===== src/rtl/hard_png_if.sv =====
// hard_png_if: byte-stream input and decoded header/pixel output bundle for hard_png
interface hard_png_if;
    logic        istart, ivalid, iready, ostart, ovalid;
    logic [7:0]  ibyte, opixelr, opixelg, opixelb, opixela;
    logic [2:0]  colortype;
    logic [13:0] width;
    logic [31:0] height;
    modport master (
        output istart, ivalid, ibyte,
        input  iready, ostart, colortype, width, height, ovalid, opixelr, opixelg, opixelb, opixela
    );
    modport slave (
        input  istart, ivalid, ibyte,
        output iready, ostart, colortype, width, height, ovalid, opixelr, opixelg, opixelb, opixela
    );
endinterface


===== src/rtl/hard_png.sv =====
// hard_png: streaming PNG decoder for 8-bit, non-interlaced images carried in stored deflate blocks
module hard_png (
    input logic clk,
    input logic rst,
    hard_png_if.slave b
);
    typedef enum logic [2:0] {IDLE, SIG, CHUNK_LEN, CHUNK_TYPE, CHUNK_DATA, CHUNK_CRC, DONE, ERR} state_t;
    typedef enum logic [2:0] {ZHDR, BHDR, BLEN, BRAW, ZEND} zstate_t;
    localparam logic [63:0] PNG_SIG = 64'h8950_4E47_0D0A_1A0A;
    localparam logic [31:0] T_IHDR = 32'h4948_4452, T_IDAT = 32'h4944_4154, T_IEND = 32'h4945_4E44;
    state_t state, state_n;
    zstate_t zs, zs_n;
    logic [31:0] cnt, len, typ, w32, h32, rw, px;
    logic [15:0] blen;
    logic [1:0] zc, comp, last_c;
    logic [2:0] ct_t, ct_map;
    logic [7:0] c0, c1, c2;
    logic bfinal, filt, acc, ihdr, idat, live, pix, mono, ct_ok;
    assign b.iready = ~rst;
    assign acc = b.ivalid && !b.istart;
    assign ihdr = state == CHUNK_DATA && typ == T_IHDR;
    assign idat = state == CHUNK_DATA && typ == T_IDAT;
    assign live = acc && idat && zs == BRAW && rw < h32 && w32 != 0;
    assign last_c = b.colortype == 3'd4 ? 2'd0 : b.colortype[1:0];
    assign pix = live && !filt && comp == last_c;
    assign mono = b.colortype == 3'd0 || b.colortype == 3'd4;
    assign ct_ok = b.ibyte inside {8'd0, 8'd2, 8'd3, 8'd4, 8'd6};
    assign ct_map = b.ibyte == 8'd0 ? 3'd0 : b.ibyte == 8'd4 ? 3'd1 : b.ibyte == 8'd2 ? 3'd2 :
                    b.ibyte == 8'd6 ? 3'd3 : 3'd4;
    always_comb begin
        state_n = state;
        zs_n = zs;
        if (b.istart) state_n = SIG;
        else if (acc)
            case (state)
                SIG:        state_n = b.ibyte != PNG_SIG[8*(7-cnt[2:0]) +: 8] ? ERR : cnt == 7 ? CHUNK_LEN : SIG;
                CHUNK_LEN:  state_n = cnt == 3 ? CHUNK_TYPE : CHUNK_LEN;
                CHUNK_TYPE: state_n = cnt != 3 ? CHUNK_TYPE : len == 0 ? CHUNK_CRC : CHUNK_DATA;
                CHUNK_DATA: state_n = (ihdr && cnt == 8 && b.ibyte != 8'd8) || (ihdr && cnt == 9 && !ct_ok) ||
                                      (idat && zs == BHDR && b.ibyte[2:1] != 2'b00) ? ERR :
                                      cnt == len - 1 ? CHUNK_CRC : CHUNK_DATA;
                CHUNK_CRC:  state_n = cnt != 3 ? CHUNK_CRC : typ == T_IEND ? DONE : CHUNK_LEN;
                default: ;
            endcase
        // zlib framing spans IDAT chunk boundaries, so it only advances on IDAT payload bytes
        if (b.istart) zs_n = ZHDR;
        else if (acc && idat)
            case (zs)
                ZHDR: zs_n = zc == 2'd1 ? BHDR : ZHDR;
                BHDR: zs_n = BLEN;
                BLEN: zs_n = zc != 2'd3 ? BLEN : blen != 16'd0 ? BRAW : bfinal ? ZEND : BHDR;
                BRAW: zs_n = blen != 16'd1 ? BRAW : bfinal ? ZEND : BHDR;
                default: ;
            endcase
    end
    always_ff @(posedge clk or posedge rst)
        if (rst) begin
            state <= IDLE;
            zs <= ZHDR;
        end else begin
            state <= state_n;
            zs <= zs_n;
        end
    always_ff @(posedge clk or posedge rst) begin
        if (rst) begin
            {cnt, len, typ, w32, h32, rw, px} <= '0;
            {blen, zc, comp, ct_t, c0, c1, c2, bfinal} <= '0;
            filt <= 1'b1;
            {b.ostart, b.ovalid, b.colortype, b.width, b.height} <= '0;
            {b.opixelr, b.opixelg, b.opixelb, b.opixela} <= '0;
        end else begin
            b.ostart <= 1'b0;
            b.ovalid <= pix;
            if (b.istart) begin
                {cnt, len, typ, w32, h32, rw, px} <= '0;
                {blen, zc, comp, ct_t, bfinal} <= '0;
                filt <= 1'b1;
                {b.colortype, b.width, b.height} <= '0;
            end else if (acc) begin
                cnt <= state_n != state ? '0 : cnt + 1;
                if (state == CHUNK_LEN) len <= {len[23:0], b.ibyte};
                if (state == CHUNK_TYPE) typ <= {typ[23:0], b.ibyte};
                if (ihdr && cnt < 4) w32 <= {w32[23:0], b.ibyte};
                if (ihdr && cnt >= 4 && cnt < 8) h32 <= {h32[23:0], b.ibyte};
                if (ihdr && cnt == 9) ct_t <= ct_map;
                if (ihdr && cnt == 12) begin
                    b.width <= w32[13:0];
                    b.height <= h32;
                    b.colortype <= ct_t;
                    b.ostart <= 1'b1;
                end
                if (idat) begin
                    zc <= zs_n != zs ? 2'd0 : zc + 2'd1;
                    if (zs == BHDR) bfinal <= b.ibyte[0];
                    if (zs == BLEN && zc == 2'd0) blen[7:0] <= b.ibyte;
                    if (zs == BLEN && zc == 2'd1) blen[15:8] <= b.ibyte;
                    if (zs == BRAW) blen <= blen - 16'd1;
                end
                if (live && filt) filt <= 1'b0;
                else if (live) begin
                    comp <= comp == last_c ? 2'd0 : comp + 2'd1;
                    c0 <= comp == 2'd0 ? b.ibyte : c0;
                    c1 <= comp == 2'd1 ? b.ibyte : c1;
                    c2 <= comp == 2'd2 ? b.ibyte : c2;
                    if (comp == last_c) begin
                        b.opixelr <= mono ? b.ibyte : c0;
                        b.opixelg <= mono ? b.ibyte : b.colortype == 3'd1 ? c0 : c1;
                        b.opixelb <= mono || b.colortype == 3'd2 ? b.ibyte : b.colortype == 3'd1 ? c0 : c2;
                        b.opixela <= b.colortype[0] ? b.ibyte : 8'hFF;
                        px <= px == w32 - 1 ? '0 : px + 1;
                        rw <= px == w32 - 1 ? rw + 1 : rw;
                        filt <= px == w32 - 1;
                    end
                end
            end
        end
    end
endmodule


===== src/flat_wrapper.sv =====
// flat-port wrapper written by rule: the top's interface ports become plain ports
module hard_png_flat 
  (clk, rst, b_istart, b_ivalid, b_ibyte, b_iready, b_ostart, b_colortype, b_width, b_height, b_ovalid, b_opixelr, b_opixelg, b_opixelb, b_opixela);
  hard_png_if b_i ();
  input logic clk;
  input logic rst;
  input wire logic [$bits(b_i.istart)-1:0] b_istart;
  input wire logic [$bits(b_i.ivalid)-1:0] b_ivalid;
  input wire logic [$bits(b_i.ibyte)-1:0] b_ibyte;
  output wire logic [$bits(b_i.iready)-1:0] b_iready;
  output wire logic [$bits(b_i.ostart)-1:0] b_ostart;
  output wire logic [$bits(b_i.colortype)-1:0] b_colortype;
  output wire logic [$bits(b_i.width)-1:0] b_width;
  output wire logic [$bits(b_i.height)-1:0] b_height;
  output wire logic [$bits(b_i.ovalid)-1:0] b_ovalid;
  output wire logic [$bits(b_i.opixelr)-1:0] b_opixelr;
  output wire logic [$bits(b_i.opixelg)-1:0] b_opixelg;
  output wire logic [$bits(b_i.opixelb)-1:0] b_opixelb;
  output wire logic [$bits(b_i.opixela)-1:0] b_opixela;
  assign b_i.istart = b_istart;
  assign b_i.ivalid = b_ivalid;
  assign b_i.ibyte = b_ibyte;
  assign b_iready = b_i.iready;
  assign b_ostart = b_i.ostart;
  assign b_colortype = b_i.colortype;
  assign b_width = b_i.width;
  assign b_height = b_i.height;
  assign b_ovalid = b_i.ovalid;
  assign b_opixelr = b_i.opixelr;
  assign b_opixelg = b_i.opixelg;
  assign b_opixelb = b_i.opixelb;
  assign b_opixela = b_i.opixela;
  hard_png u_core (.clk(clk), .rst(rst), .b(b_i));
endmodule

===== config.mk =====
export PLATFORM = sky130hd
export DESIGN_NAME = hard_png_flat
export DESIGN_NICKNAME = d
export VERILOG_FILES = /design/src/rtl/hard_png_if.sv /design/src/rtl/hard_png.sv /design/src/flat_wrapper.sv
export SDC_FILE = /design/constraint.sdc
export NUM_CORES = 1
export LEC_CHECK = 0
export BUFFER_PORTS_ARGS = -buffer_cell sky130_fd_sc_hd__buf_2
export CORE_ASPECT_RATIO = 1.25
export CORE_MARGIN = 4
export CORE_UTILIZATION = 31
export CTS_CLUSTER_DIAMETER = 40
export DETAILED_ROUTE_END_ITERATION = 6
export PLACE_DENSITY = 0.55
export SYNTH_ARGS = -nofsm -noshare
export SYNTH_HDL_FRONTEND = slang
export SYNTH_SLANG_ARGS = --single-unit
export TNS_END_PERCENT = 10

===== constraint.sdc =====
create_clock -name clk -period 22.3 [get_ports clk]
set_input_delay 1.115 -clock clk [delete_from_list [all_inputs] [get_ports clk]]
set_output_delay 1.115 -clock clk [all_outputs]
set_load 0.01 [all_outputs]

### After elaboration in Yosys (flattened, before gate mapping)

Index checks and enable logic that the tools add are counted.

| cells by class | value |
|---|---|
| multiplexer cells | 97 |
| bitwise gates (word level) | 3 |
| shift operators | 1 |
| reduce and logical (&&, ||, !) cells | 73 |
| eq/ne operators | 37 |
| $lt $le $gt $ge | 4 |
| $add $sub $neg | 9 |

Operators with widths:

| kind | number |
|---|---|
| $mux W32 | 30 |
| $add A32 B1 Y32 const B | 3 |
| $eq A32 B31 Y1 const B | 3 |
| $eq A32 B4 Y1 const B | 3 |
| $mux W3 | 23 |
| $eq A32 B32 Y1 | 2 |
| $mux W16 | 4 |
| $mux W8 | 8 |
| $shiftx A64 B33 Y8 const A | 1 |
| $sub A32 B1 Y32 const B | 2 |
| $mux W14 | 3 |
| $eq A32 B2 Y1 const B | 1 |
| $eq A32 B3 Y1 const B | 1 |
| $ge A32 B3 Y1 const B | 1 |
| $logic_not A32 Y1 | 1 |
| $lt A32 B3 Y1 const B | 1 |
| $lt A32 B32 Y1 | 1 |
| $lt A32 B4 Y1 const B | 1 |
| $ne A32 B2 Y1 const B | 1 |
| $reduce_bool A32 Y1 | 1 |
| $reduce_bool A2 Y1 | 13 |
| $reduce_and A5 Y1 | 5 |
| $logic_and A1 B1 Y1 | 22 |
| $mux W2 | 11 |
| other kinds (31) | 82 |

| storage, ports and cells | value |
|---|---|
| logic and storage cells | 252 |
| register bits | 362 |
| output and inout port bits | 84 |
| input port bits | 12 |

### Depth between registers and ports, before layout

Gate-level depths: netlist (run 1).

| logic depth | value |
|---|---|
| depth after elaboration | 14 |
| mapped depth | 14 |

### Least setup slack after synthesis (run 1)

Ideal clock, no wire load.

| path | value |
|---|---|
| kind | input to output |
| start | input port rst |
| end | output port b_iready |
| stages on the path | 1 |
| required time | 21.185 ns |
| slack | 12.592 ns |
| arrival time | 8.593 ns |
| cells stage by stage | inv_1 |

| on the way | value |
|---|---|
| cells in the longest elaborated chain, start to end | 1 |

RTL lines:

| element | RTL line | text |
|---|---|---|
| start, declared | flat_wrapper.sv:6 | `input logic rst;` |
| $not A1 Y1 | hard_png.sv:19 | `assign b.iready = ~rst;` |
| end, declared | flat_wrapper.sv:10 | `output wire logic [$bits(b_i.iready)-1:0] b_iready;` |

No other way between the ends.

### Final worst setup path (run 1)

| path | value |
|---|---|
| start | register u_core.w32[12] |
| end | register u_core.rw[28] |

| on the way | value |
|---|---|
| cells in the longest elaborated chain, start to end | 5 |
| elaborated cells on any way between the ends | 9 |
| classes of those cells | add/sub: 1; eq/ne: 2; reduce/logical: 6 |

RTL lines:

| element | RTL line | text |
|---|---|---|
| start, declared | hard_png.sv:13 | `logic [31:0] cnt, len, typ, w32, h32, rw, px;` |
| start signal, assigned | hard_png.sv:83 | `if (ihdr && cnt < 4) w32 <= {w32[23:0], b.ibyte};` |
| parallel branches: the longest is 4 deep, another holds $sub A32 B1 Y32 | -- |  |
| $reduce_and A5 Y1 (no line) (*) | -- |  |
| end signal, assigned | hard_png.sv:111 | `rw <= px == w32 - 1 ? rw + 1 : rw;` |
| end, declared | hard_png.sv:13 |  |

Every way passes the cells marked *.
A chain may end at the register's enable or synchronous reset.

==> results of run 1 <==
[metal layers]
layer	vias up	track usage	share of wire
met1	9263	0.240	0.44
met5	-	0	0.00020
li1	8714	-	-
met4	2	0.0553	0.032
met3	131	0.0304	0.055
met2	533	0.288	0.48
[worst register-to-register path: stages (launching register included)]
cell	delay (ns)
dfrtp_1	0.47
nor4_1	0.57
nand4b_1	0.47
nor3_1	0.53
mux4_2	0.58
nor4_1	0.30
and4bb_4	0.31
nand4_2	0.62
or4_1	0.74
a21oi_1	0.15
[power groups by stage]
stage                     clock, uW  sequential, uW  combinational, uW
after floorplan                   0             674               51.1
after global placement            0             677               71.1
after detailed placement          0             677               72.5
after CTS                       950             666               72.8
after global routing            980             666               80.4
final                           927             666               71.7
[sequential cells by signal, indices dropped and copies added (netlist names), 2 cells and up]
| signal | cells |
|---|---|
| u_core.b.colortype | 3 |
| u_core.b.height | 32 |
| u_core.w32 | 32 |
| u_core.c0 | 8 |
| u_core.h32 | 32 |
| u_core.c1 | 8 |
| u_core.ct_t | 3 |
| u_core.zc | 2 |
| u_core.b.opixelr | 8 |
| u_core.b.opixelb | 8 |
| u_core.comp | 2 |
| u_core.zs | 3 |
| u_core.rw | 32 |
| u_core.blen | 16 |
| u_core.c2 | 8 |
| u_core.cnt | 32 |
| u_core.typ | 32 |
| u_core.b.width | 14 |
| u_core.px | 32 |
| u_core.state | 3 |
| u_core.b.opixelg | 8 |
| u_core.len | 32 |
| u_core.b.opixela | 8 |
[metrics by stage]
stage / hold WS, ns / area, sq um / cells / total power [uW]
3_5_place_dp: 0.466 / 22000 / 3256 / 750
5_1_grt: 0.496 / 24000 / 3365 / 1730
2_1_floorplan: 0.455 / 20900 / 2445 / 726
6_report: 0.477 / 24000 / 3366 / 1670
3_3_place_gp: 0.467 / 22000 / 3256 / 748
4_1_cts: 0.480 / 24000 / 3365 / 1690
[cells in the mapped netlist (19+ instances only)]
| library cell | instances | share of area |
|---|---|---|
| nand2_1 | 451 | 0.081 |
| dfrtp_1 | 361 | 0.43 |
| a21oi_1 | 248 | 0.059 |
| clkbuf_1 | 158 | 0.028 |
| nor2_1 | 153 | 0.028 |
| o21ai_0 | 99 | 0.024 |
| xnor2_1 | 75 | 0.031 |
| inv_1 | 74 | 0.013 |
| nand3_1 | 66 | 0.016 |
| nor3_1 | 62 | 0.015 |
| ha_1 | 48 | 0.029 |
| nand4_1 | 46 | 0.014 |
| nor4_1 | 45 | 0.013 |
| xor2_1 | 42 | 0.018 |
| or3_1 | 41 | 0.012 |
| a22o_1 | 36 | 0.015 |
| a21o_1 | 28 | 0.010 |
| o31ai_1 | 27 | 0.0097 |
| a31oi_1 | 26 | 0.0078 |
| and3_1 | 26 | 0.0078 |
| mux2_2 | 26 | 0.014 |
| a211oi_1 | 19 | 0.0068 |
| mux2i_1 | 19 | 0.0091 |
[area by class of cell]
| class | count | area (sq um) |
|---|---|---|
| sequential | 362 | 9060 |
| clock buffer | 65 | 1510 |
| tap | 864 | 1080 |
| multi-input combinational | 1833 | 10900 |
| clock inverter | 44 | 500 |
| fill | 6897 | 42800 |
| antenna | 1 | 2.50 |
| timing repair buffer | 122 | 684 |
| inverter | 75 | 289 |
[how the worst min path moves through the flow]
stage | cells past startpoint | endpoint | slack [ns]
final | 2 | u_core.b.opixelg[3]$_DFFE_PP0P_ | 0.48
after global routing | 2 | u_core.b.opixelg[3]$_DFFE_PP0P_ | 0.50
after CTS | 2 | u_core.b.opixelg[3]$_DFFE_PP0P_ | 0.48
after detailed placement | 2 | u_core.b.opixelg[3]$_DFFE_PP0P_ | 0.47
after global placement | 2 | u_core.b.opixelr[4]$_DFFE_PP0P_ | 0.47
after floorplan | 1 | u_core.rw[31]$_DFFE_PP0P_ | 0.45
[cell families after synthesis]
family / Yosys count
and+or+nand+nor: 1042
xor gates and xnor gates: 117
adders and majority gates: 49
AOI/OAI and AO/OA: 579
buffers and inverters: 250
muxes: 46
DFF: 362
==> impl_metrics.prom, run 1 <==
# TYPE chip_impl_metric gauge
chip_impl_info{name="status",value="finished, final reports clean"} 1
chip_impl_metric{name="timing.critical_path.fanout_max",unit=""} 35
chip_impl_metric{name="ratio_of_cells_with_drive_above_1_in_the_final_layout",unit=""} 0.120
chip_impl_metric{name="synthArstFlopShare",unit=""} 1.00
chip_impl_info{name="first_element_of_the_critical_path",value="u_core.w32[12]$_DFFE_PP0P_"} 1
chip_impl_info{name="cp_cell_sequence",value="nor4_1 -> nand4b_1 -> nor3_1 -> mux4_2 -> nor4_1 -> and4bb_4 -> nand4_2 -> or4_1 -> a21oi_1"} 1
chip_impl_metric{name="post_cts_resize_count",unit=""} 0
chip_impl_metric{name="timing_hold_violations_final",unit=""} 0
chip_impl_metric{name="power.density",unit="nW/um^2"} 69.3
chip_impl_metric{name="final.setup_skew",unit="ns"} 0.0316
chip_impl_metric{name="row_count",unit=""} 106
chip_impl_metric{name="synth_mux_area_frac",unit=""} 0.0242
chip_impl_metric{name="syn2layout_area_growth",unit="%"} 15.1
chip_impl_metric{name="cts_hold_buffers",unit=""} 0
chip_impl_metric{name="detail_route.iter0.violations",unit=""} 1575
chip_impl_metric{name="number_of_top_level_design_ports",unit=""} 96
chip_impl_info{name="ctsRootBufferMaster",value="clkbuf_16"} 1
chip_impl_metric{name="die_width",unit="um"} 240
chip_impl_info{name="endpoint_kind",value="register"} 1
chip_impl_info{name="cts_tree",value="built"} 1
chip_impl_metric{name="clkLatencyLatePin",unit="ns"} 0.64
chip_impl_metric{name="via_count",unit=""} 18600
chip_impl_info{name="timing.hold.worst.class",value="reg2reg"} 1
chip_impl_metric{name="cellLeakagePower",unit="uW"} 0.0105
chip_impl_metric{name="rrSetupSlack",unit="ns"} 17.46
chip_impl_metric{name="synth_xor_area_frac",unit=""} 0.0491
chip_impl_info{name="crit_path_start_kind",value="register"} 1
chip_impl_info{name="dominant_register_cell_in_the_synthesized_netlist",value="dfrtp_1"} 1
chip_impl_metric{name="synthesized_netlist_net_count",unit=""} 2505
chip_impl_info{name="final_cell_mix",value="nand2_1, dfrtp_1, a21oi_1"} 1
chip_impl_metric{name="cp.arrival",unit="ns"} 5.38
chip_impl_info{name="hold_path.startpoint",value="u_core.b.opixelg[3]$_DFFE_PP0P_"} 1
chip_impl_metric{name="cts_buf_count",unit=""} 59
chip_impl_info{name="rsz0062_at_grt",value="false"} 1
chip_impl_metric{name="groute.usage.overall",unit=""} 0.177
chip_impl_metric{name="worst_slew_pin_slew",unit="ns"} 1.17
chip_impl_metric{name="synthCells",unit=""} 2445
chip_impl_metric{name="combPwrFrac",unit=""} 0.043
chip_impl_metric{name="seqPwrFrac",unit=""} 0.400
chip_impl_metric{name="gr-total-overflow",unit=""} 0
chip_impl_metric{name="ir_worst_vdd",unit="mV"} 0.0552
chip_impl_metric{name="critical_path_cell_count",unit=""} 9
chip_impl_metric{name="compound_gate_portion_of_the_synthesized_area",unit=""} 0.172
chip_impl_metric{name="postLayoutSetupSlackWorst",unit="ns"} 17.46
chip_impl_metric{name="synthesis.area_per_instance",unit="sq um"} 8.54
chip_impl_metric{name="switchingPower",unit="uW"} 427
chip_impl_metric{name="port_buffer_count",unit=""} 95
chip_impl_metric{name="max_cap_violations",unit=""} 0
chip_impl_metric{name="final_antenna_net_count",unit=""} 0
chip_impl_metric{name="post-route-drc-count",unit=""} 0
chip_impl_metric{name="fp.dieH",unit="um"} 298
chip_impl_metric{name="synth_adder_area_share",unit=""} 0.0293
chip_impl_metric{name="grt_antenna_before_repair",unit=""} 3
chip_impl_metric{name="cts_htree_levels",unit=""} 2
chip_impl_metric{name="postRouteWirelength",unit="mm"} 64.7
chip_impl_info{name="crit_path_frequent_cell",value="nor4_1"} 1
chip_impl_metric{name="synth_area",unit="sq um"} 20900
chip_impl_metric{name="slew_headroom",unit=""} 0.210
chip_impl_info{name="critPathSlowestCell",value="or4_1"} 1
chip_impl_metric{name="detailedRoute.firstPassIterationCount",unit=""} 5
chip_impl_metric{name="grt_pass1_vias",unit=""} 18100
chip_impl_metric{name="grt_first_pass_wirelength",unit="mm"} 103
chip_impl_metric{name="via_per_inst",unit=""} 5.54
chip_impl_metric{name="timing.final.crit_period",unit="ns"} 4.84
chip_impl_metric{name="buffers_from_clock_root_to_sink_at_most",unit=""} 3
chip_impl_metric{name="final_nets",unit=""} 2513
chip_impl_metric{name="detailed_place_hpwl",unit="mm"} 44.7
chip_impl_metric{name="grt_start_max_net_pins",unit=""} 92
chip_impl_metric{name="relative_contribution_of_the_clock_network_to_total_power",unit=""} 0.557
chip_impl_metric{name="core_area",unit="sq um"} 66800
chip_impl_metric{name="yosys.area_share.simple",unit=""} 0.244
chip_impl_metric{name="detailedPlace.worstSlack",unit="ns"} 17.52
chip_impl_metric{name="setup_tns",unit="ns"} 0
chip_impl_info{name="cp_top_family",value="simple AND/OR/NAND/NOR gates"} 1
chip_impl_metric{name="clock_sinks",unit=""} 362
chip_impl_metric{name="layout_worst_path_cycle_share",unit=""} 0.217
chip_impl_info{name="most_common_cell_after_layout_fill_and_taps_aside",value="nand2_1"} 1
chip_impl_metric{name="switching_share",unit=""} 0.256
chip_impl_metric{name="clock.fmax",unit="GHz"} 0.206
chip_impl_info{name="timing.critical_path.to",value="u_core.rw[28]$_DFFE_PP0P_"} 1
chip_impl_info{name="combinational_family_with_the_most_area_after_synthesis",value="simple AND/OR/NAND/NOR gates"} 1
chip_impl_metric{name="cp_num_buf_inv",unit=""} 0
chip_impl_metric{name="die_outline_area",unit="sq um"} 71600
chip_impl_metric{name="ff2ff_path_depth",unit=""} 9
chip_impl_info{name="crit-reg2reg-launch",value="u_core.w32[12]$_DFFE_PP0P_"} 1
chip_impl_metric{name="synth_seq_area_share",unit=""} 0.434
chip_impl_info{name="timing.rr.end",value="u_core.rw[28]$_DFFE_PP0P_"} 1
chip_impl_metric{name="number_of_synthesized_flops_with_an_enable_pin",unit=""} 0
chip_impl_metric{name="cts_post_setup_buffers_inserted",unit=""} 0
chip_impl_metric{name="final_core_util",unit=""} 0.359
chip_impl_metric{name="ys_seq_elements",unit=""} 362
chip_impl_metric{name="netlist-cell-type-count",unit=""} 87
chip_impl_metric{name="largest_incremental_delay_on_the_critical_path",unit="ns"} 0.73
chip_impl_metric{name="finalSetupViolations",unit=""} 0
chip_impl_metric{name="worst-endpoint-required",unit="ns"} 22.84
chip_impl_metric{name="post_drt_wl_per_cell",unit="um"} 19.2
chip_impl_metric{name="place_congestion",unit=""} 0.895
chip_impl_metric{name="initial_utilization",unit=""} 0.312
chip_impl_metric{name="timing.final.max_slew_violations",unit=""} 0
chip_impl_metric{name="clk_pin_slew_worst_paths",unit="ns"} 0.06
chip_impl_info{name="worst-setup-path-type",value="reg2reg"} 1
chip_impl_metric{name="yosysWarnings",unit=""} 0
chip_impl_metric{name="power_report.internal_total",unit="uW"} 1240
Power figures use the tool's default switching activity.
==> run 2: changes to the inputs <==
Settings changed: PLACE_DENSITY 0.55 to 0.56.
Clock period 22.3 ns to 4.1 ns, I/O delays scaled along.
==> run 2 against run 1 <==
Effect of this change:
- sequential share of layout area is 1.2 points lower
- final cell count increased by 1.6%
- non-clock buffer count grew 44
- critical path depth rose by 1
- power rose to 6.0 times the previous value
- global-route usage is 0.26 points higher
- first-iteration DRC count shrank 8.8%
- utilization rose by 1.2 points
- count of clock-buffer cells in the layout up 11
- worst setup slack got worse by 17 ns
- critical path type unchanged
- critical endpoint unchanged
==> impl_metrics.prom, run 2 (same netlist as run 1, synthesis figures left out) <==
# TYPE chip_impl_metric gauge
chip_impl_info{name="crit_path_start_kind",value="register"} 1
chip_impl_info{name="cp_top_family",value="simple AND/OR/NAND/NOR gates"} 1
chip_impl_metric{name="ff2ff_path_depth",unit=""} 10
chip_impl_metric{name="n_antenna_cell",unit=""} 0
chip_impl_metric{name="row_count",unit=""} 106
chip_impl_metric{name="timing.critical_path.fanout_max",unit=""} 35
chip_impl_metric{name="detailedRoute.firstPassIterationCount",unit=""} 6
chip_impl_metric{name="global_route.usage.met1",unit=""} 0.233
chip_impl_metric{name="clock.fmax",unit="GHz"} 0.258
chip_impl_metric{name="initial_utilization",unit=""} 0.312
chip_impl_metric{name="placement.cell_area",unit="sq um"} 22300
chip_impl_metric{name="max_cap_violations",unit=""} 0
chip_impl_info{name="cp_cell_sequence",value="nor4_4 -> nand2_4 -> o31a_1 -> or3_1 -> or4_1 -> and4bb_4 -> nand4_2 -> buf_4 -> or4_1 -> a21oi_1"} 1
chip_impl_metric{name="cp_num_buf_inv",unit=""} 1
chip_impl_metric{name="ratio_of_cells_with_drive_above_1_in_the_final_layout",unit=""} 0.137
chip_impl_metric{name="core_area",unit="sq um"} 66800
chip_impl_metric{name="grt_antenna_before_repair",unit=""} 1
chip_impl_metric{name="groute.usage.overall",unit=""} 0.179
chip_impl_metric{name="slew_headroom",unit=""} 0.223
chip_impl_metric{name="via_per_inst",unit=""} 5.44
chip_impl_metric{name="die_outline_area",unit="sq um"} 71600
chip_impl_metric{name="cts_htree_levels",unit=""} 3
chip_impl_metric{name="final_nets",unit=""} 2565
chip_impl_metric{name="finalSetupViolations",unit=""} 0
chip_impl_metric{name="post_drt_wl_per_cell",unit="um"} 19.1
chip_impl_metric{name="largest_incremental_delay_on_the_critical_path",unit="ns"} 0.54
chip_impl_metric{name="cp.arrival",unit="ns"} 4.41
chip_impl_metric{name="cellLeakagePower",unit="uW"} 0.0109
chip_impl_info{name="top_usage_layer",value="met2"} 1
chip_impl_info{name="timing.rr.end",value="u_core.rw[28]$_DFFE_PP0P_"} 1
chip_impl_metric{name="dp.cells",unit=""} 3292
chip_impl_metric{name="timing.hold.worst_path_depth",unit=""} 3
chip_impl_info{name="crit_path_frequent_cell",value="or4_1"} 1
chip_impl_metric{name="timing.final.crit_period",unit="ns"} 3.88
chip_impl_metric{name="via_count",unit=""} 18600
chip_impl_metric{name="rrSetupSlack",unit="ns"} 0.22
chip_impl_metric{name="power.density",unit="nW/um^2"} 400
chip_impl_metric{name="gr-total-overflow",unit=""} 0
chip_impl_metric{name="detailed_place_hpwl",unit="mm"} 45.1
chip_impl_info{name="worstHoldEndpoint",value="u_core.typ[4]$_DFFE_PP0P_"} 1
chip_impl_info{name="ctsRootBufferMaster",value="clkbuf_16"} 1
chip_impl_metric{name="clock_sinks",unit=""} 362
chip_impl_metric{name="detail_route.iter0.violations",unit=""} 1436
chip_impl_metric{name="port_buffer_count",unit=""} 95
chip_impl_metric{name="globalRouteMet2Util",unit=""} 0.296
chip_impl_metric{name="grt_first_pass_wirelength",unit="mm"} 104
chip_impl_metric{name="post_layout_nonfiller_instances",unit=""} 3421
chip_impl_info{name="endpoint_kind",value="register"} 1
chip_impl_metric{name="worst-endpoint-required",unit="ns"} 4.63
chip_impl_info{name="critPathSlowestCell",value="or4_1"} 1
chip_impl_metric{name="layout_worst_path_cycle_share",unit=""} 0.946
chip_impl_metric{name="die_width",unit="um"} 240
chip_impl_metric{name="post-route-drc-count",unit=""} 0
chip_impl_metric{name="final_area",unit="sq um"} 24800
chip_impl_metric{name="grt_start_max_net_pins",unit=""} 186
chip_impl_info{name="worst-setup-path-type",value="reg2reg"} 1
chip_impl_metric{name="number_of_top_level_design_ports",unit=""} 96
chip_impl_info{name="rsz0062_at_grt",value="false"} 1
chip_impl_metric{name="postRouteWirelength",unit="mm"} 65.2
chip_impl_metric{name="clkLatencyLatePin",unit="ns"} 0.62
chip_impl_metric{name="clk_pin_slew_worst_paths",unit="ns"} 0.06
chip_impl_metric{name="ir_worst_vdd",unit="mV"} 0.248
chip_impl_metric{name="timing.final.max_slew_violations",unit=""} 0
chip_impl_info{name="crit-reg2reg-launch",value="u_core.w32[2]$_DFFE_PP0P_"} 1
chip_impl_info{name="timing.hold.worst.class",value="in2reg"} 1
chip_impl_metric{name="worst_slew_pin_slew",unit="ns"} 1.17
chip_impl_metric{name="buffers_from_clock_root_to_sink_at_most",unit=""} 3
chip_impl_metric{name="final.setup_skew",unit="ns"} 0.0244
chip_impl_metric{name="final_antenna_net_count",unit=""} 0
chip_impl_metric{name="fp.dieH",unit="um"} 298
chip_impl_info{name="hold_path.startpoint",value="b_ibyte[4]"} 1
chip_impl_info{name="status",value="finished, final reports clean"} 1
chip_impl_info{name="most_common_cell_after_layout_fill_and_taps_aside",value="nand2_1"} 1
chip_impl_info{name="cts_tree",value="built"} 1
chip_impl_metric{name="place_congestion",unit=""} 0.886
chip_impl_metric{name="timing_hold_violations_final",unit=""} 0
chip_impl_metric{name="grt_pass1_vias",unit=""} 18500
chip_impl_metric{name="syn2layout_area_growth",unit="%"} 19.1
chip_impl_metric{name="routing_usage_on_met3",unit=""} 0.0303
chip_impl_metric{name="cts_buf_count",unit=""} 67
chip_impl_info{name="final_cell_mix",value="nand2_1, dfrtp_1, a21oi_1"} 1
chip_impl_metric{name="cts_post_setup_buffers_inserted",unit=""} 0
## run 2: changes by cell type in the layout (fill, tap and decap cells not counted), sizes merged
cell,previous run,this run
buf,122,158
bufinv,5,8
clkbuf,65,76
clkinv,18,19
diode,1,0
dlygate4sd3,0,8
inv,92,89
## run 2: worst max path at each step
stage,from,slack [ns],depth (start not counted),endpoint
after floorplan,rst,-1.0,1,u_core.b.colortype[0]$_DFFE_PP0P_
after global placement,u_core.cnt[4]$_DFFE_PP0P_,0.30,9,u_core.cnt[8]$_DFFE_PP0P_
after detailed placement,u_core.cnt[1]$_DFFE_PP0P_,0.22,10,u_core.cnt[29]$_DFFE_PP0P_
after CTS,u_core.cnt[1]$_DFFE_PP0P_,0.21,10,u_core.cnt[8]$_DFFE_PP0P_
after global routing,u_core.cnt[5]$_DFFE_PP0P_,0.02,10,u_core.cnt[7]$_DFFE_PP0P_
final,u_core.w32[2]$_DFFE_PP0P_,0.22,10,u_core.rw[28]$_DFFE_PP0P_
## run 2: report_power, final
| group | switching, uW | total (uW) | internal (uW) |
|---|---|---|---|
| sequential | 25.8 | 3620 | 3590 |
| combinational | 312 | 424 | 112 |
| clock | 2210 | 5910 | 3690 |
| total | 2550 | 9950 | 7400 |
## run 2: worst register-to-register path, delay by kind of cell, from the launching register on
| kind | cells | cell delay, ns |
|---|---|---|
| DFF | 1 | 0.49 |
| AOI/OAI and AO/OA | 2 | 0.42 |
| buffers and inverters | 1 | 0.25 |
| and+or+nand+nor | 7 | 2.62 |
## run 2: timing repair
| item | in CTS | in global routing |
|---|---|---|
| setup endpoints to repair | 0 | 10 |
| hold buffers | 8 | 0 |
| endpoints found under the hold margin | 57 | 0 |
| resized for setup | 0 | 3 |
## run 2: metal layers
metal | routed length, um | up-vias
li1 | - | 8811
met1 | 28000 | 9145
met2 | 31400 | 518
met3 | 3340 | 139
met4 | 2410 | 2
met5 | 14 | -
## run 2: final cells by class
cell class / instances / area (sq um)
fill: 6808 / 42000
multi-input combinational: 1833 / 10900
sequential: 362 / 9060
clock buffer: 76 / 1740
timing repair buffer: 166 / 1080
tap: 864 / 1080
clock inverter: 45 / 679
inverter: 75 / 285
## run 2: through the flow
step	hold WS [ns]	setup WS (ns)	TNS, ns	power (uW)	utilization
2_1_floorplan	0.353	-0.997	-360.57	3950	-
6_report	0.0499	0.222	0	9950	0.372
3_5_place_dp	0.379	0.222	0	4100	0.334
5_1_grt	0.0387	0.0238	0	10300	0.372
3_3_place_gp	0.382	0.301	0	4090	0.334
4_1_cts	0.0116	0.215	0	10100	0.372
==> run 3: changes to the inputs <==
Settings changed: ABC_AREA set to 1.
==> run 3 against run 2 <==
Effect of this change:
- sequential share of layout area down 0.88 points
- largest cell class unchanged
- via count up 4.3%
- flip-flop and latch count unchanged
- clock power down 2%
==> impl_metrics.prom, run 3 <==
# TYPE chip_impl_metric gauge
chip_impl_metric{name="clk_pin_slew_worst_paths",unit="ns"} 0.05
chip_impl_metric{name="clkLatencyLatePin",unit="ns"} 0.60
chip_impl_info{name="timing.rr.end",value="u_core.rw[21]$_DFFE_PP0P_"} 1
chip_impl_info{name="cp_cell_sequence",value="inv_1 -> nand2_1 -> nor2_2 -> nand4_1 -> nor2_1 -> nand2_1 -> nor2_1 -> nand2_1 -> nor2_4 -> nand3_4 -> nand2_2 -> buf_4 -> nand2_4 -> nand2_1 -> nand2_1"} 1
chip_impl_metric{name="placement.cell_area",unit="sq um"} 23100
chip_impl_metric{name="detail_route.iter0.violations",unit=""} 1418
chip_impl_metric{name="detailed_place_hpwl",unit="mm"} 46.9
chip_impl_metric{name="detailedRoute.firstPassIterationCount",unit=""} 6
chip_impl_metric{name="synthArstFlopShare",unit=""} 1.00
chip_impl_metric{name="grt_start_max_net_pins",unit=""} 119
chip_impl_metric{name="finalSetupViolations",unit=""} 0
chip_impl_metric{name="cts_buf_count",unit=""} 66
chip_impl_metric{name="grt_antenna_before_repair",unit=""} 1
chip_impl_metric{name="postRouteWirelength",unit="mm"} 64.4
chip_impl_metric{name="synth_area",unit="sq um"} 21600
chip_impl_metric{name="power.density",unit="nW/um^2"} 421
chip_impl_metric{name="place_congestion",unit=""} 0.911
chip_impl_metric{name="final.setup_skew",unit="ns"} 0.0334
chip_impl_info{name="endpoint_kind",value="register"} 1
chip_impl_metric{name="via_count",unit=""} 19400
chip_impl_metric{name="post_route_hold_slack",unit="ns"} 0.0403
chip_impl_metric{name="worst-endpoint-required",unit="ns"} 4.58
chip_impl_info{name="post-synth-top-area-cell",value="dfrtp_1"} 1
chip_impl_metric{name="fp.dieH",unit="um"} 303
chip_impl_metric{name="port_buffer_count",unit=""} 95
chip_impl_metric{name="final_antenna_net_count",unit=""} 0
chip_impl_info{name="ctsRootBufferMaster",value="clkbuf_16"} 1
chip_impl_metric{name="critical_path_cell_count",unit=""} 15
chip_impl_metric{name="synth_seq_area_share",unit=""} 0.419
chip_impl_metric{name="detailedPlace.worstSlack",unit="ns"} 0.692
chip_impl_metric{name="fill_cell_count",unit=""} 7156
chip_impl_metric{name="grt_pass1_vias",unit=""} 19100
chip_impl_metric{name="largest_incremental_delay_on_the_critical_path",unit="ns"} 0.39
chip_impl_metric{name="sequential_cell_area_in_the_final_layout",unit="sq um"} 9060
chip_impl_metric{name="number_of_top_level_design_ports",unit=""} 96
chip_impl_metric{name="postLayoutSetupSlackWorst",unit="ns"} 0.713
chip_impl_metric{name="netlist-cell-type-count",unit=""} 49
chip_impl_metric{name="row_count",unit=""} 107
chip_impl_metric{name="synthesized_netlist_net_count",unit=""} 3015
chip_impl_metric{name="layout_worst_path_cycle_share",unit=""} 0.826
chip_impl_info{name="cts_tree",value="built"} 1
chip_impl_metric{name="n_antenna_cell",unit=""} 0
chip_impl_metric{name="synthCells",unit=""} 2955
chip_impl_metric{name="final_area",unit="sq um"} 25500
chip_impl_info{name="final_cell_mix",value="nand2_1, dfrtp_1, inv_1"} 1
chip_impl_info{name="crit-reg2reg-launch",value="u_core.state[1]$_DFF_PP0_"} 1
chip_impl_info{name="timing.hold.worst.class",value="in2reg"} 1
chip_impl_metric{name="cts_hold_buffers",unit=""} 3
chip_impl_metric{name="worst_slew_pin_slew",unit="ns"} 1.09
chip_impl_metric{name="timing.final.crit_period",unit="ns"} 3.39
chip_impl_metric{name="max_cap_violations",unit=""} 0
chip_impl_metric{name="groute.usage.overall",unit=""} 0.173
chip_impl_metric{name="post_drt_wl_per_cell",unit="um"} 16.0
chip_impl_metric{name="core_area",unit="sq um"} 68700
chip_impl_metric{name="timing.final.max_slew_violations",unit=""} 0
chip_impl_metric{name="post-route-drc-count",unit=""} 0
chip_impl_info{name="dominant_register_cell_in_the_synthesized_netlist",value="dfrtp_1"} 1
chip_impl_metric{name="buffers_from_clock_root_to_sink_at_most",unit=""} 3
chip_impl_info{name="crit_path_start_kind",value="register"} 1
chip_impl_metric{name="cellLeakagePower",unit="uW"} 0.0126
chip_impl_info{name="timing.critical_path.to",value="u_core.rw[21]$_DFFE_PP0P_"} 1
chip_impl_metric{name="timing.critical_path.fanout_max",unit=""} 35
chip_impl_metric{name="post_cts_resize_count",unit=""} 0
chip_impl_metric{name="final_nets",unit=""} 3106
chip_impl_metric{name="yosysWarnings",unit=""} 0
chip_impl_metric{name="ff2ff_path_depth",unit=""} 15
chip_impl_info{name="most_common_cell_after_layout_fill_and_taps_aside",value="nand2_1"} 1
chip_impl_info{name="cp_top_family",value="simple AND/OR/NAND/NOR gates"} 1
chip_impl_metric{name="multi_input_area",unit="sq um"} 10700
chip_impl_metric{name="synthesis.area_per_instance",unit="sq um"} 7.31
chip_impl_info{name="rsz0062_at_grt",value="false"} 1
chip_impl_metric{name="ys_seq_elements",unit=""} 362
chip_impl_info{name="crit_path_frequent_cell",value="nand2_1"} 1
chip_impl_info{name="worst-setup-path-type",value="reg2reg"} 1
chip_impl_metric{name="initial_utilization",unit=""} 0.315
chip_impl_metric{name="ratio_of_cells_with_drive_above_1_in_the_final_layout",unit=""} 0.0933
chip_impl_metric{name="syn2layout_area_growth",unit="%"} 17.9
chip_impl_metric{name="timing_hold_violations_final",unit=""} 0
chip_impl_metric{name="cts_htree_levels",unit=""} 3
chip_impl_metric{name="grt_first_pass_wirelength",unit="mm"} 104
chip_impl_metric{name="rrSetupSlack",unit="ns"} 0.71
chip_impl_metric{name="clock_sinks",unit=""} 362
chip_impl_metric{name="clock.fmax",unit="GHz"} 0.295
chip_impl_info{name="critPathSlowestCell",value="dfrtp_1"} 1
chip_impl_metric{name="ir_worst_vdd",unit="mV"} 0.279
chip_impl_metric{name="number_of_synthesized_flops_with_an_enable_pin",unit=""} 0
chip_impl_info{name="synth_top_cells_by_area",value="dfrtp_1, nand2_1, nand3_1, inv_1, nor2_1"} 1
chip_impl_metric{name="via_per_inst",unit=""} 4.83
chip_impl_info{name="synth_most_common_cell",value="nand2_1"} 1
chip_impl_metric{name="gr-total-overflow",unit=""} 0
chip_impl_metric{name="post-synth-top-area-fraction",unit=""} 0.418
chip_impl_metric{name="cp_num_buf_inv",unit=""} 2
chip_impl_metric{name="cp.arrival",unit="ns"} 3.86
chip_impl_info{name="synthTopCellsByCount",value="nand2_1, dfrtp_1, inv_1"} 1
chip_impl_metric{name="cts_post_setup_buffers_inserted",unit=""} 0
chip_impl_metric{name="die_outline_area",unit="sq um"} 74000
chip_impl_info{name="status",value="finished, final reports clean"} 1
chip_impl_info{name="first_element_of_the_critical_path",value="u_core.state[1]$_DFF_PP0_"} 1
chip_impl_metric{name="die_width",unit="um"} 244
chip_impl_metric{name="slew_headroom",unit=""} 0.275
==> run 3: kinds of logic (layout without fill, tap and decap cells) <==
logic type,after synthesis,in the layout,share of synthesized area
adders and majority gates,48,48,0.0278
AOI/OAI and AO/OA,356,356,0.0885
and+or+nand+nor,1574,1574,0.317
buffers and inverters,463,606,0.0842
xor gates and xnor gates,152,152,0.0635
DFF,362,362,0.419
==> run 3: how the worst min path moves through the flow <==
stage | start | slack (ns) | end | cells after the start
after global routing | b_ivalid | 0.04 | u_core.bfinal$_DFFE_PP0P_ | 3
after floorplan | b_ivalid | 0.39 | u_core.bfinal$_DFFE_PP0P_ | 2
after global placement | rst | 0.29 | u_core.b.height[5]$_DFFE_PP0P_ | 2
after CTS | b_ivalid | 0.008 | u_core.bfinal$_DFFE_PP0P_ | 3
final | b_ivalid | 0.04 | u_core.bfinal$_DFFE_PP0P_ | 3
after detailed placement | rst | 0.28 | u_core.b.height[5]$_DFFE_PP0P_ | 2
==> run 3: power by group <==
part	switching (uW)	internal [uW]	total, uW
sequential	107	3670	3770
combinational	797	325	1120
clock	2090	3730	5820
total	2990	7720	10700
==> run 3: metrics by stage <==
stage / instances / utilization / TNS (ns) / power (uW)
2_1_floorplan: 2955 / - / -360.57 / 4640
3_3_place_gp: 3901 / 0.336 / 0 / 4960
3_5_place_dp: 3901 / 0.336 / 0 / 4960
4_1_cts: 4024 / 0.371 / 0 / 10900
5_1_grt: 4024 / 0.371 / 0 / 11200
6_report: 4024 / 0.371 / 0 / 10700
==> run 3: cell type report <==
| cell class | count | area share |
|---|---|---|
| clock buffers | 77 | 0.0689 |
| clock inverters | 43 | 0.0246 |
| inverters | 357 | 0.0529 |
| multi-input cells | 2130 | 0.422 |
| flip-flops and latches | 362 | 0.356 |
| well taps | 926 | 0.0455 |
| repair buffers | 129 | 0.0306 |
==> run 3: layer usage <==
metal | share of wire | track usage | vias up
li1 | - | - | 9799
met3 | 0.039 | 0.0244 | 111
met1 | 0.44 | 0.219 | 9134
met4 | 0.027 | 0.0600 | 2
met5 | 0.00020 | 0 | -
met2 | 0.49 | 0.304 | 373
==> run 3: worst reg2reg max path, cell delays in order, from the launching register on <==
cell	delay, ns
dfrtp_1	0.39
inv_1	0.11
nand2_1	0.12
nor2_2	0.18
nand4_1	0.12
nor2_1	0.24
nand2_1	0.10
nor2_1	0.30
nand2_1	0.20
nor2_4	0.20
nand3_4	0.24
nand2_2	0.13
buf_4	0.36
nand2_4	0.32
nand2_1	0.17
nand2_1	0.06
